[src/rtl/alu_rr_arbiter.sv]
// Two-requester round-robin front end for a shared combinational ALU.
// Grants one request at a time, runs it through EXEC and holds the result in RESP until it is taken.
//
//   state | meaning
//   IDLE  | waiting for a request; grant issued combinationally
//   EXEC  | latched operands drive the ALU; result captured this cycle
//   RESP  | response held on rsp_* until rsp_ready
module alu_rr_arbiter #(
  parameter int PRIO_RESET = 0
) (
  input  logic        clk,
  input  logic        rst,
  input  logic        req0_valid,
  output logic        req0_ready,
  input  logic [31:0] req0_a,
  input  logic [31:0] req0_b,
  input  logic [5:0]  req0_card,
  input  logic [4:0]  req0_shft,
  input  logic        req1_valid,
  output logic        req1_ready,
  input  logic [31:0] req1_a,
  input  logic [31:0] req1_b,
  input  logic [5:0]  req1_card,
  input  logic [4:0]  req1_shft,
  output logic        rsp_valid,
  input  logic        rsp_ready,
  output logic        rsp_id,
  output logic [31:0] rsp_f,
  output logic        rsp_err,
  output logic [31:0] alu_a,
  output logic [31:0] alu_b,
  output logic [5:0]  alu_card,
  output logic [4:0]  alu_shft,
  input  logic [31:0] alu_f,
  output logic [15:0] ops_done
);

  typedef enum logic [1:0] {IDLE, EXEC, RESP} state_t;

  localparam logic PRIO_INIT = (PRIO_RESET != 0);

  state_t      state_q, state_d;
  logic        prio_q, prio_d;
  logic [31:0] a_q, a_d;
  logic [31:0] b_q, b_d;
  logic [5:0]  card_q, card_d;
  logic [4:0]  shft_q, shft_d;
  logic        id_q, id_d;
  logic [31:0] res_q, res_d;
  logic        err_q, err_d;
  logic [15:0] ops_done_q, ops_done_d;
  logic        gnt_id;

  function automatic logic card_legal(input logic [5:0] c);
    case (c)
      6'b100000, 6'b100010, 6'b100100, 6'b100101,
      6'b100110, 6'b001010, 6'b000000, 6'b111110: card_legal = 1'b1;
      default:                                    card_legal = 1'b0;
    endcase
  endfunction

  // Pointer only arbitrates a true conflict; a lone requester always wins.
  assign gnt_id = (req0_valid && req1_valid) ? prio_q : req1_valid;

  always_comb begin
    state_d    = state_q;
    prio_d     = prio_q;
    a_d        = a_q;
    b_d        = b_q;
    card_d     = card_q;
    shft_d     = shft_q;
    id_d       = id_q;
    res_d      = res_q;
    err_d      = err_q;
    ops_done_d = ops_done_q;
    req0_ready = 1'b0;
    req1_ready = 1'b0;
    rsp_valid  = 1'b0;
    case (state_q)
      IDLE: begin
        if (req0_valid || req1_valid) begin
          req0_ready = ~gnt_id;
          req1_ready = gnt_id;
          id_d       = gnt_id;
          a_d        = gnt_id ? req1_a    : req0_a;
          b_d        = gnt_id ? req1_b    : req0_b;
          card_d     = gnt_id ? req1_card : req0_card;
          shft_d     = gnt_id ? req1_shft : req0_shft;
          state_d    = EXEC;
        end
      end
      EXEC: begin
        if (card_legal(card_q)) begin
          res_d = alu_f;
          err_d = 1'b0;
        end else begin
          res_d = 32'd0;
          err_d = 1'b1;
        end
        state_d = RESP;
      end
      RESP: begin
        rsp_valid = 1'b1;
        if (rsp_ready) begin
          prio_d     = ~id_q;
          ops_done_d = ops_done_q + 16'd1;
          state_d    = IDLE;
        end
      end
      default: state_d = IDLE;
    endcase
  end

  always_ff @(posedge clk or posedge rst) begin
    if (rst) begin
      state_q    <= IDLE;
      prio_q     <= PRIO_INIT;
      a_q        <= '0;
      b_q        <= '0;
      card_q     <= '0;
      shft_q     <= '0;
      id_q       <= 1'b0;
      res_q      <= '0;
      err_q      <= 1'b0;
      ops_done_q <= '0;
    end else begin
      state_q    <= state_d;
      prio_q     <= prio_d;
      a_q        <= a_d;
      b_q        <= b_d;
      card_q     <= card_d;
      shft_q     <= shft_d;
      id_q       <= id_d;
      res_q      <= res_d;
      err_q      <= err_d;
      ops_done_q <= ops_done_d;
    end
  end

  assign alu_a    = a_q;
  assign alu_b    = b_q;
  assign alu_card = card_q;
  assign alu_shft = shft_q;
  assign rsp_id   = id_q;
  assign rsp_f    = res_q;
  assign rsp_err  = err_q;
  assign ops_done = ops_done_q;

endmodule

[config.mk]
export PLATFORM = sky130hd
export DESIGN_NAME = alu_rr_arbiter
export DESIGN_NICKNAME = d
export VERILOG_FILES = /design/src/rtl/alu_rr_arbiter.sv
export SDC_FILE = /design/constraint.sdc
export NUM_CORES = 1
export LEC_CHECK = 0
export CORE_ASPECT_RATIO = 1.5
export CORE_MARGIN = 10
export CORE_UTILIZATION = 43
export CTS_CLUSTER_DIAMETER = 200
export DETAILED_ROUTE_END_ITERATION = 16
export PLACE_DENSITY_LB_ADDON = 0.25
export REMOVE_ABC_BUFFERS = 1
export SYNTH_ARGS = -nofsm -noshare
export SYNTH_HDL_FRONTEND = slang
export SYNTH_SLANG_ARGS = --single-unit
[constraint.sdc]
create_clock -name clk -period 13.5 [get_ports clk]
set_input_delay 2.7 -clock clk [delete_from_list [all_inputs] [get_ports clk]]
set_output_delay 2.7 -clock clk [all_outputs]
set_load 0.005 [all_outputs]
---- After elaboration in Yosys (flattened, before gate mapping) ----
Cells that the tools add are included.
word-level totals
  bits in registers ....................... 128
  input bits .............................. 187
  word-level logic and storage cells ...... 49
operators by class
  $add $sub $neg .......................... 1
  equality and inequality tests ........... 11
  mux-type cells .......................... 17
  bitwise operators ....................... 2
  reduce and logical (&&, ||, !) cells .... 8
operators with widths
  kind                     number
  $mux W32                 3
  $eq A6 B6 Y1 const B     6
  $add A16 B1 Y16 const B  1
  $mux W1                  9
  $reduce_or A8 Y1         1
  $eq A6 B4 Y1 const B     1
  $logic_not A6 Y1         1
  $mux W6                  1
  $pmux W2 S3              1
  $reduce_and A2 Y1        3
  $mux W5                  1
  $mux W2                  2
  $ne A2 B2 Y1 const B     2
  $eq A2 B1 Y1 const B     1
  $eq A2 B2 Y1 const B     1
  $logic_not A2 Y1         1
  $not A1 Y1               2
  $logic_and A1 B1 Y1      1
  $logic_or A1 B1 Y1       1

---- Logic depth before layout (Yosys ltp) ----
  depth in word-level cells ............... 5
  gate-level depth with buffers ........... 6
  depth with buffers taken out ............ 5

---- Worst setup path before layout ----
No wires, ideal clock.
  path type ............................... input-to-output
  start point ............................. input req1_valid
  end point ............................... output req0_ready
  arrival ................................. 3.309 ns
  path slack .............................. 7.491 ns
  stages .................................. 4
  path buffers ............................ 1
  path through ............................ nor2_1 nor3_4 and2_4 buf_6
between the ends
  longest elaborated chain between the ends .. 5
  elaborated cells between the ends (all ways) .. 6
  classes of those cells .................. mux: 3; bitwise: 1; reduce/logical: 2
RTL lines
  what                 line  source
  start, declared      19    input logic req1_valid,
  $logic_and A1 B1 Y1  63    assign gnt_id = (req0_valid && req1_valid) ? prio_q : req1_valid;
  $mux W1              63
  $not A1 Y1           82    req0_ready = ~gnt_id;
  $mux W1 (*)          81    if (req0_valid || req1_valid) begin
  $mux W1 (*)          79    case (state_q)
  end, declared        14    output logic req0_ready,
Every way passes the cells marked *; elsewhere a longest branch is shown, timed or not.

---- Worst setup path in the final report ----
  start point ............................. input req0_valid
  end point ............................... output req0_ready
between the ends
  longest elaborated chain between the ends .. 5
  elaborated cells between the ends (all ways) .. 6
  classes of those cells .................. mux: 3; bitwise: 1; reduce/logical: 2
RTL lines
  what                 line  source
  start, declared      13    input logic req0_valid,
  $logic_and A1 B1 Y1  63
  $mux W1              63
  $not A1 Y1           82
  $mux W1 (*)          81
  $mux W1 (*)          79
Marks and branches as above.

==> results by group <==
Setup path
  • Worst reg2reg setup slack: around 11 ns
  • Worst path cell trace: clkdlybuf4s50_1, inv_1, o21ai_4, buf_4, and2_4, clkdlybuf4s50_1
  • Crit end category: output pin
  • Critical path class: input port to output pin
  • Worst EP arrival: 5.14 ns
  • Most used cell, CP: clkdlybuf4s50_1
  • Slowest-stage cell, CP: buf_4
  • Largest stage delay, worst path: 0.63 ns
  • Critical Path Fanout Max: 48
  • CP Data Required Time: between 10 and 15 ns
  • CP Launch Type: input port

Clock network
  • Setup Fix Bufs, Post-CTS: 0
  • Root buffer cell: clkbuf_16
  • Max clock buf depth: 2
  • # H-tree levels: 4
  • Post-cts sizing count: 0
  • Post-CTS Hold Fix Bufs: 0
  • Clk_lat worst skew: between 0.4 and 0.5 ns
  • CTS clk-pin slew, worst paths: about 0.060 ns
  • CTS sink count: between 100 and 150
  • Num CTS Buffers: 17
  • CTS tree: built

Finish
  • Antenna Cells: 0
  • Share of cells above drive strength 1: just under 10%
  • Commonest non-fill, non-tap cell in the layout: clkdlybuf4s50_1
  • Leading cell types in the layout, fill and taps excluded: clkdlybuf4s50_1 (314), dfrtp_1 (128), nand2_1 (73)
  • Post-layout nets: 1015
  • Synthesis-to-finish area growth: 63.7%

STA
  • Final worst path period share: between 50% and 60%
  • FMAX: 127 MHz
  • Post-layout min period: between 7 and 8 ns
  • Worst slew pin tran: roughly 1.2 ns
  • Slew HR: roughly 18%
  • RSZ-0062 raised after global routing: false
  • Final Setup Violations: 0
  • Final setup TNS: 0 ns
  • Max Slew Vio Count: 0
  • Worst clock skew: around 0.011 ns
  • Final hold violation count: 0

Floorplanning
  • Die height: around 160 µm
  • Row count: between 50 and 60
  • Core footprint: roughly 13000 µm²
  • Initial Util: about 44%
  • Width of the chip: around 120 µm
  • I/O pin count: between 300 and 400
  • Die Area: ~19000 µm²

Route
  • Final antenna-violating net count: 0
  • DRC Markers: 0
  • Vias: ~5100
  • Avg Vias per Cell: roughly 5.1
  • DRT Wirelength: roughly 21000 µm
  • TritonRoute pass-1 iters: 5
  • DR WL/cell: between 20 and 25 µm
  • Drt initial violations: just over 300

Global routing
  • Initial antenna violation count: 0
  • Vias in the first global route: about 5500
  • Total Routing Usage GR: 21.6%
  • Gr ovfl total: 0
  • Largest net degree at the start of global routing: just under 90
  • Global-route wire length before repair: between 30000 and 40000 µm

Pwr
  • Final Total Pwr: ~2000 µW
  • PD cells: approximately 210 nW/µm²
  • Maximum vdd drop: around 0.1 mV
  • Leak: approximately 0.0041 µW

Logic synthesis
  • Seq/Total Area, Yosys: 54.8%
  • Synth Instances: around 520
  • Post-synth ARST share: 100%
  • Mapped Area: between 5000 and 6000 µm²
  • Post-synth EDFFs: 0
  • Warning count from the yosys run: 0
  • Syn_area_per_cell: about 11 µm²
  • FF+latch count, synth: 128
  • Top FF cell, synth: dfrtp_1
  • Count of cell types in the netlist: 35

Placement
  • Dpl hpwl: about 16000 µm
  • Gpl congestion: ~0.83
  • Port bufs: 314

Status
  • Status: complete, no violations

Flow run
  • Max_cap viols: 0

Worst hold path
  • Worst min-delay path class: flip-flop to flip-flop
[through the flow]
step	utilization (%)	setup WS, ns	hold WS, ns	instances	instance area [µm²]
global route	71.4	5.56	0.493	1002	9570
detailed placement	66.9	5.67	0.464	970	8960
floorplan	-	5.31	0.468	487	5550
global placement	66.9	5.68	0.462	970	8960
CTS	71.4	5.67	0.477	1002	9570
finish	71.4	5.66	0.474	1002	9570
[flip-flops by register name, summed over array words and instances (netlist names)]
name and cells:
rsp_id 1, alu_a 32, rsp_f 32, alu_shft 5, state_q 2, rsp_err 1, alu_b 32, prio_q 1
ops_done 16, alu_card 6
[layout make-up]
cell class / count / area (µm²)
clock inverters: 14 / 181
clock buffers: 18 / 429
flip-flops and latches: 128 / 3200
repair buffers: 321 / 3200
fillers: 1024 / 3830
inverters: 4 / 17.5
well taps: 162 / 203
multi-input cells: 355 / 2340
[power by group]
part | internal, µW | switching (µW) | total [µW] | leakage [µW]
clock | 294 | 177 | 471 | 0.000296
combinational | 486 | 391 | 877 | 0.00223
sequential | 547 | 109 | 656 | 0.00158
total | 1330 | 677 | 2000 | 0.00410
[synthesized netlist by cell type, types with 2 or more instances]
master / instances / area (µm²)
mux2i_1: 46 / 460
nand2_1: 73 / 274
xnor2_1: 14 / 123
nor3_1: 2 / 10.0
o21ai_2: 31 / 272
a21oi_1: 46 / 230
nor2_4: 2 / 22.5
buf_12: 3 / 60.1
o21ai_0: 4 / 20.0
nand3_1: 5 / 25.0
nor2b_1: 29 / 181
and3_1: 2 / 12.5
nand4_1: 5 / 31.3
nand2b_1: 3 / 18.8
inv_1: 3 / 11.3
a221o_1: 29 / 290
nor2_1: 49 / 184
and4_1: 3 / 26.3
buf_2: 15 / 75.1
buf_6: 10 / 113
buf_4: 7 / 52.6
dfrtp_1: 128 / 3200
[worst max-delay path: cells and delay by family]
family,cells,cell delay (ns)
compound gates,1,0.13
buf+inv,4,1.75
simple gates,1,0.49
[layer usage]
layer | vias to the layer above | wire length [µm] | track usage (%)
li1 | 2426 | - | -
met1 | 2429 | 7260 | 22.6
met4 | 0 | 810 | 11.0
met2 | 217 | 10900 | 36.6
met3 | 42 | 1780 | 8.15
met5 | - | 0 | 0
[worst paths after layout]
path                                              from               endpoint  cells after the start
worst max-delay path                        req0_valid             req0_ready                      6
worst min-delay path              rsp_f[2]$_DFFE_PP0N_   rsp_f[2]$_DFFE_PP0N_                      2
worst max register to register  state_q[1]$_DFFE_PP0P_  alu_b[15]$_DFFE_PP0P_                      5
worst min register to register    rsp_f[2]$_DFFE_PP0N_   rsp_f[2]$_DFFE_PP0N_                      2
max in group asynchronous                          rst  rsp_f[12]$_DFFE_PP0N_                      3
min in group asynchronous                          rst  rsp_f[30]$_DFFE_PP0N_                      2
[cells by family (layout without fill, tap and decap cells)]
kind of cell | Yosys count | after routing | synth area share [%]
xor gates and xnor gates | 15 | 15 | 2.25
buffers and inverters | 39 | 357 | 5.39
muxes | 47 | 47 | 8.07
adders and majority gates | 1 | 1 | 0.214
and+or+nand+nor | 178 | 178 | 14.4
DFF | 128 | 128 | 54.8
AOI/OAI and AO/OA | 114 | 114 | 14.8
Power figures use the tool's default switching activity.
